## config.mk

```make
export PLATFORM = sky130hd
export DESIGN_NAME = wb_bfm_arbiter_flat
export DESIGN_NICKNAME = d
export VERILOG_FILES = /design/src/rtl/wb_bfm_arbiter_if.sv /design/src/rtl/wb_bfm_arbiter.sv /design/src/flat_wrapper.sv
export SDC_FILE = /design/constraint.sdc
export NUM_CORES = 1
export LEC_CHECK = 0
export ABC_CLOCK_PERIOD_IN_PS = 1400
export CORE_AREA = 2 2 117 119
export CTS_CLUSTER_SIZE = 25
export DETAILED_ROUTE_END_ITERATION = 8
export DIE_AREA = 0 0 119 121
export DONT_BUFFER_PORTS = 1
export HOLD_SLACK_MARGIN = 0.15
export PLACE_DENSITY = 0.31
export SYNTH_ARGS = -nofsm -noshare
export SYNTH_HDL_FRONTEND = slang
export SYNTH_SLANG_ARGS = --single-unit
```

## constraint.sdc

```tcl
create_clock -name wb_clk_i -period 1.4 [get_ports wb_clk_i]
set_clock_uncertainty 0.05 [all_clocks]
set_input_delay 0.42 -clock wb_clk_i [delete_from_list [all_inputs] [get_ports wb_clk_i]]
set_output_delay 0.42 -clock wb_clk_i [all_outputs]
set_load 0.1 [all_outputs]
```

## src/rtl/wb_bfm_arbiter_if.sv

```systemverilog
// Wishbone N-master / 1-slave bus bundle for wb_bfm_arbiter.
// "master" modport: the arbiter's view. It receives the master requests and
// drives the shared slave bus. "slave" modport: the view of the attached
// masters and slave, with every direction reversed.
interface wb_bfm_arbiter_if #(
  parameter int NUM_MASTERS = 2,
  parameter int aw          = 32,
  parameter int dw          = 32
);
  // Master-side requests
  logic [NUM_MASTERS*aw-1:0]     wbm_adr_i;
  logic [NUM_MASTERS*dw-1:0]     wbm_dat_i;
  logic [NUM_MASTERS*dw/8-1:0]   wbm_sel_i;
  logic [NUM_MASTERS-1:0]        wbm_we_i;
  logic [NUM_MASTERS-1:0]        wbm_cyc_i;
  logic [NUM_MASTERS-1:0]        wbm_stb_i;
  logic [3*NUM_MASTERS-1:0]      wbm_cti_i;
  logic [2*NUM_MASTERS-1:0]      wbm_bte_i;
  // Master-side responses
  logic [dw-1:0]                 wbm_dat_o;
  logic [NUM_MASTERS-1:0]        wbm_ack_o;
  logic [NUM_MASTERS-1:0]        wbm_err_o;
  logic [NUM_MASTERS-1:0]        wbm_rty_o;
  // Slave-side requests
  logic [aw-1:0]                 wbs_adr_o;
  logic [dw-1:0]                 wbs_dat_o;
  logic [dw/8-1:0]               wbs_sel_o;
  logic                          wbs_we_o;
  logic                          wbs_cyc_o;
  logic                          wbs_stb_o;
  logic [2:0]                    wbs_cti_o;
  logic [1:0]                    wbs_bte_o;
  // Slave-side responses
  logic [dw-1:0]                 wbs_dat_i;
  logic                          wbs_ack_i;
  logic                          wbs_err_i;
  logic                          wbs_rty_i;

  modport master (
    input  wbm_adr_i, wbm_dat_i, wbm_sel_i, wbm_we_i, wbm_cyc_i, wbm_stb_i,
           wbm_cti_i, wbm_bte_i,
    output wbm_dat_o, wbm_ack_o, wbm_err_o, wbm_rty_o,
    output wbs_adr_o, wbs_dat_o, wbs_sel_o, wbs_we_o, wbs_cyc_o, wbs_stb_o,
           wbs_cti_o, wbs_bte_o,
    input  wbs_dat_i, wbs_ack_i, wbs_err_i, wbs_rty_i
  );

  modport slave (
    output wbm_adr_i, wbm_dat_i, wbm_sel_i, wbm_we_i, wbm_cyc_i, wbm_stb_i,
           wbm_cti_i, wbm_bte_i,
    input  wbm_dat_o, wbm_ack_o, wbm_err_o, wbm_rty_o,
    input  wbs_adr_o, wbs_dat_o, wbs_sel_o, wbs_we_o, wbs_cyc_o, wbs_stb_o,
           wbs_cti_o, wbs_bte_o,
    output wbs_dat_i, wbs_ack_i, wbs_err_i, wbs_rty_i
  );
endinterface

```

## src/rtl/wb_bfm_arbiter.sv

```systemverilog
// Round-robin Wishbone arbiter: NUM_MASTERS masters share one slave.
// The owner keeps the slave for its whole cyc assertion; the next owner is
// picked at the edge where the owner's cyc is sampled low, with no bubble.
// Optional strobe timeout answers the owner with a one-cycle error.
module wb_bfm_arbiter #(
  parameter int NUM_MASTERS = 2,
  parameter int aw          = 32,
  parameter int dw          = 32,
  parameter int TIMEOUT     = 0
) (
  input  logic                   wb_clk_i,
  input  logic                   wb_rst_ni,
  wb_bfm_arbiter_if.master       bus,
  output logic [NUM_MASTERS-1:0] grant_o
);

  localparam int IW = $clog2(NUM_MASTERS);
  localparam int TW = (TIMEOUT > 0) ? $clog2(TIMEOUT + 1) : 1;
  localparam int SW = dw / 8;

  typedef enum logic {IDLE, OWNED} state_t;

  state_t                 state_q, state_d;
  logic [IW-1:0]          last_q, last_d;
  logic [NUM_MASTERS-1:0] grant_q, grant_d;
  logic [TW-1:0]          cnt_q, cnt_d;

  logic          owner_cyc, owner_stb, arb_edge, any_req;
  logic          timeout_hit, slave_resp;
  logic          found_hi, found_lo;
  logic [IW-1:0] win, win_hi, win_lo;

  // Owner's handshake, selected by the one-hot grant (zero in IDLE)
  always_comb begin
    owner_cyc   = |(grant_q & bus.wbm_cyc_i);
    owner_stb   = |(grant_q & bus.wbm_stb_i);
    arb_edge    = (state_q == IDLE) || !owner_cyc;
    slave_resp  = bus.wbs_ack_i | bus.wbs_err_i | bus.wbs_rty_i;
    timeout_hit = (TIMEOUT > 0) && (state_q == OWNED) && (cnt_q == TW'(TIMEOUT));
  end

  // Round-robin search: lowest requester above last wins, else lowest at or below last
  always_comb begin
    found_hi = 1'b0;
    found_lo = 1'b0;
    win_hi   = '0;
    win_lo   = '0;
    for (int unsigned m = 0; m < NUM_MASTERS; m++) begin
      if (bus.wbm_cyc_i[m]) begin
        if (m > 32'(last_q)) begin
          if (!found_hi) begin
            found_hi = 1'b1;
            win_hi   = IW'(m);
          end
        end else if (!found_lo) begin
          found_lo = 1'b1;
          win_lo   = IW'(m);
        end
      end
    end
    any_req = found_hi | found_lo;
    win     = found_hi ? win_hi : win_lo;
  end

  // Next state: arbitrate on arbitration edges, otherwise run the timeout counter
  always_comb begin
    state_d = state_q;
    last_d  = last_q;
    grant_d = grant_q;
    cnt_d   = '0;
    if (arb_edge) begin
      if (any_req) begin
        state_d      = OWNED;
        last_d       = win;
        grant_d      = '0;
        grant_d[win] = 1'b1;
      end else begin
        state_d = IDLE;
        grant_d = '0;
      end
    end else if ((TIMEOUT > 0) && owner_stb && !slave_resp && !timeout_hit) begin
      cnt_d = cnt_q + TW'(1);
    end
  end

  // State registers; last resets to the top master so master 0 wins first
  always_ff @(posedge wb_clk_i or negedge wb_rst_ni) begin
    if (!wb_rst_ni) begin
      state_q <= IDLE;
      last_q  <= IW'(NUM_MASTERS - 1);
      grant_q <= '0;
      cnt_q   <= '0;
    end else begin
      state_q <= state_d;
      last_q  <= last_d;
      grant_q <= grant_d;
      cnt_q   <= cnt_d;
    end
  end

  assign grant_o = grant_q;

  // Request mux from the owner's slice and response steering to the owner only.
  // The grant register is cleared asynchronously by reset, so gating on it also
  // forces the slave bus idle immediately.
  always_comb begin
    bus.wbm_dat_o = bus.wbs_dat_i;
    bus.wbm_ack_o = '0;
    bus.wbm_err_o = '0;
    bus.wbm_rty_o = '0;
    bus.wbs_adr_o = '0;
    bus.wbs_dat_o = '0;
    bus.wbs_sel_o = '0;
    bus.wbs_we_o  = 1'b0;
    bus.wbs_cyc_o = 1'b0;
    bus.wbs_stb_o = 1'b0;
    bus.wbs_cti_o = '0;
    bus.wbs_bte_o = '0;
    for (int unsigned m = 0; m < NUM_MASTERS; m++) begin
      if (grant_q[m]) begin
        bus.wbs_adr_o    = bus.wbm_adr_i[m*aw +: aw];
        bus.wbs_dat_o    = bus.wbm_dat_i[m*dw +: dw];
        bus.wbs_sel_o    = bus.wbm_sel_i[m*SW +: SW];
        bus.wbs_we_o     = bus.wbm_we_i[m];
        bus.wbs_cyc_o    = bus.wbm_cyc_i[m];
        bus.wbs_stb_o    = bus.wbm_stb_i[m] & ~timeout_hit;
        bus.wbs_cti_o    = bus.wbm_cti_i[m*3 +: 3];
        bus.wbs_bte_o    = bus.wbm_bte_i[m*2 +: 2];
        bus.wbm_ack_o[m] = bus.wbs_ack_i & ~timeout_hit;
        bus.wbm_err_o[m] = (bus.wbs_err_i & ~timeout_hit) | timeout_hit;
        bus.wbm_rty_o[m] = bus.wbs_rty_i & ~timeout_hit;
      end
    end
  end

endmodule

```

## src/flat_wrapper.sv

```systemverilog
// flat-port wrapper written by rule: the top's interface ports become plain ports
module wb_bfm_arbiter_flat 
#(
  parameter int NUM_MASTERS = 2,
  parameter int aw          = 32,
  parameter int dw          = 32,
  parameter int TIMEOUT     = 0
)
  (wb_clk_i, wb_rst_ni, grant_o, bus_wbm_adr_i, bus_wbm_dat_i, bus_wbm_sel_i, bus_wbm_we_i, bus_wbm_cyc_i, bus_wbm_stb_i, bus_wbm_cti_i, bus_wbm_bte_i, bus_wbm_dat_o, bus_wbm_ack_o, bus_wbm_err_o, bus_wbm_rty_o, bus_wbs_adr_o, bus_wbs_dat_o, bus_wbs_sel_o, bus_wbs_we_o, bus_wbs_cyc_o, bus_wbs_stb_o, bus_wbs_cti_o, bus_wbs_bte_o, bus_wbs_dat_i, bus_wbs_ack_i, bus_wbs_err_i, bus_wbs_rty_i);
  wb_bfm_arbiter_if #(.NUM_MASTERS(NUM_MASTERS), .aw(aw), .dw(dw)) bus_i ();
  input  logic wb_clk_i;
  input  logic wb_rst_ni;
  output logic [NUM_MASTERS-1:0] grant_o;
  input wire logic [$bits(bus_i.wbm_adr_i)-1:0] bus_wbm_adr_i;
  input wire logic [$bits(bus_i.wbm_dat_i)-1:0] bus_wbm_dat_i;
  input wire logic [$bits(bus_i.wbm_sel_i)-1:0] bus_wbm_sel_i;
  input wire logic [$bits(bus_i.wbm_we_i)-1:0] bus_wbm_we_i;
  input wire logic [$bits(bus_i.wbm_cyc_i)-1:0] bus_wbm_cyc_i;
  input wire logic [$bits(bus_i.wbm_stb_i)-1:0] bus_wbm_stb_i;
  input wire logic [$bits(bus_i.wbm_cti_i)-1:0] bus_wbm_cti_i;
  input wire logic [$bits(bus_i.wbm_bte_i)-1:0] bus_wbm_bte_i;
  output wire logic [$bits(bus_i.wbm_dat_o)-1:0] bus_wbm_dat_o;
  output wire logic [$bits(bus_i.wbm_ack_o)-1:0] bus_wbm_ack_o;
  output wire logic [$bits(bus_i.wbm_err_o)-1:0] bus_wbm_err_o;
  output wire logic [$bits(bus_i.wbm_rty_o)-1:0] bus_wbm_rty_o;
  output wire logic [$bits(bus_i.wbs_adr_o)-1:0] bus_wbs_adr_o;
  output wire logic [$bits(bus_i.wbs_dat_o)-1:0] bus_wbs_dat_o;
  output wire logic [$bits(bus_i.wbs_sel_o)-1:0] bus_wbs_sel_o;
  output wire logic [$bits(bus_i.wbs_we_o)-1:0] bus_wbs_we_o;
  output wire logic [$bits(bus_i.wbs_cyc_o)-1:0] bus_wbs_cyc_o;
  output wire logic [$bits(bus_i.wbs_stb_o)-1:0] bus_wbs_stb_o;
  output wire logic [$bits(bus_i.wbs_cti_o)-1:0] bus_wbs_cti_o;
  output wire logic [$bits(bus_i.wbs_bte_o)-1:0] bus_wbs_bte_o;
  input wire logic [$bits(bus_i.wbs_dat_i)-1:0] bus_wbs_dat_i;
  input wire logic [$bits(bus_i.wbs_ack_i)-1:0] bus_wbs_ack_i;
  input wire logic [$bits(bus_i.wbs_err_i)-1:0] bus_wbs_err_i;
  input wire logic [$bits(bus_i.wbs_rty_i)-1:0] bus_wbs_rty_i;
  assign bus_i.wbm_adr_i = bus_wbm_adr_i;
  assign bus_i.wbm_dat_i = bus_wbm_dat_i;
  assign bus_i.wbm_sel_i = bus_wbm_sel_i;
  assign bus_i.wbm_we_i = bus_wbm_we_i;
  assign bus_i.wbm_cyc_i = bus_wbm_cyc_i;
  assign bus_i.wbm_stb_i = bus_wbm_stb_i;
  assign bus_i.wbm_cti_i = bus_wbm_cti_i;
  assign bus_i.wbm_bte_i = bus_wbm_bte_i;
  assign bus_wbm_dat_o = bus_i.wbm_dat_o;
  assign bus_wbm_ack_o = bus_i.wbm_ack_o;
  assign bus_wbm_err_o = bus_i.wbm_err_o;
  assign bus_wbm_rty_o = bus_i.wbm_rty_o;
  assign bus_wbs_adr_o = bus_i.wbs_adr_o;
  assign bus_wbs_dat_o = bus_i.wbs_dat_o;
  assign bus_wbs_sel_o = bus_i.wbs_sel_o;
  assign bus_wbs_we_o = bus_i.wbs_we_o;
  assign bus_wbs_cyc_o = bus_i.wbs_cyc_o;
  assign bus_wbs_stb_o = bus_i.wbs_stb_o;
  assign bus_wbs_cti_o = bus_i.wbs_cti_o;
  assign bus_wbs_bte_o = bus_i.wbs_bte_o;
  assign bus_i.wbs_dat_i = bus_wbs_dat_i;
  assign bus_i.wbs_ack_i = bus_wbs_ack_i;
  assign bus_i.wbs_err_i = bus_wbs_err_i;
  assign bus_i.wbs_rty_i = bus_wbs_rty_i;
  wb_bfm_arbiter #(.NUM_MASTERS(NUM_MASTERS), .aw(aw), .dw(dw), .TIMEOUT(TIMEOUT)) u_core (.wb_clk_i(wb_clk_i), .wb_rst_ni(wb_rst_ni), .bus(bus_i), .grant_o(grant_o));
endmodule
```

After elaboration in Yosys (flattened, before gate mapping)
Index checks and enable logic that the tools add are counted.
Cells by class
  order comparisons: 3
  reduce and logical (&&, ||, !) cells: 5
  mux-type cells: 35
  bitwise logic cells: 3
Operators with widths (count)
  32-bit 2-to-1 mux: 4
  1-bit 2-to-1 mux: 23
  4-bit 2-to-1 mux: 2
  2-bit 2-to-1 mux: 3
  3-bit 2-to-1 mux: 2
  2-bit AND: 1
  1-bit by 2-bit less-than comparator with 1-bit output, second input constant: 1
  2-bit AND reduction: 1
  2-bit OR reduction: 1
  1-bit demux with 1-bit select: 1
  1-bit >= comparator, second input constant: 1
  1-bit greater-than comparator, first input constant: 1
  1-bit logical AND: 1
  1-bit zero test: 1
  1-bit logical OR: 1
  1-bit NOT: 1
  1-bit bitwise OR: 1
Storage, ports and cells
  flip-flop bits (word level): 4
  output and inout port bits: 116

Depth between registers and ports, before layout
  depth after elaboration: 10
  gate-level depth with buffers: 5
  mapped depth without buffers: 3

Worst setup path after synthesis
Ideal clock, no wire load.
  kind: reg2out
  start point: register u_core.grant_q[1] (netlist: u_core.grant_o[1])
  end point: output bus_wbs_adr_o[29]
  buffers on the path: 2
  slack: -2.449 ns
  arrival: 3.379 ns
  stages on the path, launching flop included: 4
  path through: dfrtp_1 -> buf_2 -> buf_2 -> o21ai_0
Between the ends
  cells in the longest elaborated chain, start to end: 1
Ends and longest elaborated chain
  from (decl): line wb_bfm_arbiter.sv:25  | logic [NUM_MASTERS-1:0] grant_q, grant_d;
  from (signal assigned): line wb_bfm_arbiter.sv:96  | grant_q <= grant_d;
  32-bit 2-to-1 mux: line wb_bfm_arbiter.sv:120  | if (grant_q[m]) begin
  to (decl): line flat_wrapper.sv:26  | output wire logic [$bits(bus_i.wbs_adr_o)-1:0] bus_wbs_adr_o;
Every way passes these cells.

Final worst setup path
  start point: register u_core.grant_q[0] (netlist: u_core.grant_o[0])
  end point: output bus_wbs_dat_o[11]
Between the ends
  cells in the longest elaborated chain, start to end: 2
Ends and longest elaborated chain
  32-bit 2-to-1 mux (2 in a row): line wb_bfm_arbiter.sv:120
  to (decl): line flat_wrapper.sv:27  | output wire logic [$bits(bus_i.wbs_dat_o)-1:0] bus_wbs_dat_o;
Every way passes these cells.

==> flow_metrics.env <==
export IMPL_status="finished, violations left"
export IMPL_violations="negative setup slack"
export IMPL_rows=42
export IMPL_syn_inst=158
export IMPL_post_route_period_util_pct=144
export IMPL_final_common_cell="buf_12"
export IMPL_clkSinkCount=4
export IMPL_ys_seq_elements=4
export IMPL_io_pins=305
export IMPL_gr_usage_met3_pct=3.01
export IMPL_grt_overflow=0
export IMPL_syn_area_per_cell_um2=8.23
export IMPL_hold_path_class="primary input to flop"
export IMPL_vias=1578
export IMPL_ys_seq_area_share_pct=7.80
export IMPL_fin_nets=387
export IMPL_place_ws_ps=-384
export IMPL_final_cell_mix="buf_12, a22o_2, a22o_4, nand2_1, and2_4"
export IMPL_cpMostUsedCell="buf_12"
export IMPL_worstPathCellList="nor2b_4 > buf_12 > buf_12 > a22o_2 > buf_12"
export IMPL_instances_no_fill=373
export IMPL_die_y_um=121
export IMPL_rsz0062_at_grt="true"
export IMPL_grt_pass1_wl_mm=9.46
export IMPL_root_buffer="clkbuf_16"
export IMPL_die_w_um=119
export IMPL_cts_max_path_buffers=2
export IMPL_drt_iter0_drc=39
export IMPL_crit_slowest_cell="dfrtp_4"
export IMPL_gr_max_usage_layer="met2"
export IMPL_dp_hpwl_mm=5.60
export IMPL_hold_violations=0
export IMPL_fin_crit_ps=2020
export IMPL_synth_cell_types=21
export IMPL_cap_viol_max_count=0
export IMPL_vdd_ir_drop_max_v=0.00111
export IMPL_cp_required_ps=930
export IMPL_path_clk_slew_ps=30
export IMPL_syn_nets=347
export IMPL_endpoint_kind="primary output"
export IMPL_cp_max_fo=19
export IMPL_met2_usage_pct=14.3
export IMPL_grt_util_met1_pct=10.2
export IMPL_wl_per_cell_um=20.2
export IMPL_total_power_w=0.00746
export IMPL_dp_cells=361
export IMPL_drt_antenna_violating_nets=0
export IMPL_port_buffers=0
export IMPL_fp_dieArea_um2=14400
export IMPL_grt_antenna_before_repair=0
export IMPL_wl_mm=7.52
export IMPL_grt_start_max_net_pins=42
export IMPL_cpPeakStageDelay_ps=470
export IMPL_area_delta_synth_final_pct=146
export IMPL_cts_tree="yes"
export IMPL_drive_gt1_share_pct=88.3
export IMPL_htreeDepth=1
export IMPL_fin_ws_ps=-617
export IMPL_n_antenna_cell=0
export IMPL_tightest_slew_ps=314
export IMPL_initial_core_util_pct=9.93
export IMPL_crit_path_start_kind="flop"
export IMPL_power_density_nw_per_um2=2330
export IMPL_synth_largest_area_cell="a22o_1"
export IMPL_gp_congestion=0.659
export IMPL_path_class="flop to primary output"
export IMPL_cts_buffers=3
export IMPL_cp_arrival_ps=1550
export IMPL_ys_warn_count=0
export IMPL_fillers=1339
export IMPL_leakage_nw=1.31
export IMPL_route_detailed_drc=0
export IMPL_first_pass_iters=4
export IMPL_viasPerCell=4.23
export IMPL_synthesis_area_um2=1300
export IMPL_finalMaxSlewViolations=0
export IMPL_yosys_top_cells_area="a22o_1, buf_4, buf_6, dfrtp_1, buf_2"
export IMPL_grt_pass1_vias=1568
export IMPL_max_slew_margin_rel_pct=79.1
export IMPL_finalSetupViolCount=84
export IMPL_insertion_delay_ps=230
export IMPL_fmax_ghz=0.496
export IMPL_gr_usage_all_layers_pct=8.40
export IMPL_synth_top_area_share_pct=49.9
export IMPL_core_area_um2=13100
## through the flow
stage	utilization [%]	TNS, ps	hold slack [ps]	instance area, µm²
3_5_place_dp	21.8	-27460	74.5	2860
6_report	24.5	-47360	255	3200
5_1_grt	24.5	-50310	260	3200
4_1_cts	23.0	-46670	253	3010
2_1_floorplan	-	-54110	74.4	1510
3_3_place_gp	21.8	-26760	74.5	2860
## cell families after synthesis
| family | Yosys count | share of synthesized area [%] |
|---|---|---|
| buffers and inverters | 51 | 29.5 |
| and+or+nand+nor | 17 | 7.60 |
| AOI/OAI and AO/OA | 86 | 55.2 |
| DFF | 4 | 7.80 |
## cell type report
| cell class | count | area [µm²] | share of cell area [%] |
|---|---|---|---|
| timing repair buffer | 85 | 1670 | 52.2 |
| multi-input combinational | 103 | 1120 | 34.9 |
| tap | 176 | 220 | 6.88 |
| sequential | 4 | 109 | 3.40 |
| clock buffer | 4 | 78.8 | 2.46 |
| inverter | 1 | 3.75 | 0.117 |
## metal layers
| layer | part of all wire (%) | up-vias |
|---|---|---|
| li1 | - | 670 |
| met1 | 38 | 749 |
| met2 | 53 | 147 |
| met3 | 8.9 | 12 |
| met4 | 0.73 | 0 |
| met5 | 0 | - |
## power by group
| part | switching [W] | leakage [nW] | total [W] | internal [W] |
|---|---|---|---|---|
| clock | 0.0000819 | 0.0382 | 0.000458 | 0.000376 |
| combinational | 0.00446 | 1.23 | 0.00681 | 0.00235 |
| sequential | 0.0000327 | 0.0424 | 0.000191 | 0.000158 |
## cells in the mapped netlist
library cell,instances
o31ai_1,1
a21boi_0,1
buf_2,9
a21oi_1,4
dfstp_2,1
o21ai_0,4
inv_1,1
nand2b_1,1
nor3_1,1
nand3b_1,1
a22o_1,74
buf_4,32
a211oi_1,1
o22ai_1,1
or2_2,1
nor2b_4,1
nand2_1,6
clkbuf_1,1
and2_1,6
dfrtp_1,3
buf_6,8
## path summary, 6_finish.rpt
check | startpoint | to | slack (ps) | depth (start not counted)
worst max register to register | u_core.grant_o[1]$_DFFE_PN0P_ | u_core.last_q$_DFFE_PN1P_ | 40 | 4
max in group asynchronous | wb_rst_ni | u_core.last_q$_DFFE_PN1P_ | 620 | 1
worst max-delay path | u_core.grant_o[0]$_DFFE_PN0P_ | bus_wbs_dat_o[11] | -620 | 5
min in group asynchronous | wb_rst_ni | u_core.grant_o[1]$_DFFE_PN0P_ | 430 | 1
worst min register to register | u_core.last_q$_DFFE_PN1P_ | u_core.last_q$_DFFE_PN1P_ | 510 | 2
worst min-delay path | bus_wbm_cyc_i[0] | u_core.state_q$_DFFE_PN0P_ | 260 | 1
## critical path: cells and delay by family (launching register included)
kind | cells | cell delay, ps
DFF | 1 | 470
buffers and inverters | 3 | 460
AOI/OAI and AO/OA | 1 | 240
and+or+nand+nor | 1 | 140
## flip-flops by register name, indices dropped and copies added, names as in the netlist
signal          cells
u_core.grant_o      2
u_core.state_q      1
u_core.last_q       1
## repair_timing
action,in CTS,in global routing
endpoints found under the hold margin,4,0
buffers inserted,1,1
pin swaps,2,2
resized for setup,7,13
setup endpoints to repair,85,86
gates cloned,1,4
hold buffers,1,0
(Power assumes the default switching activity.)
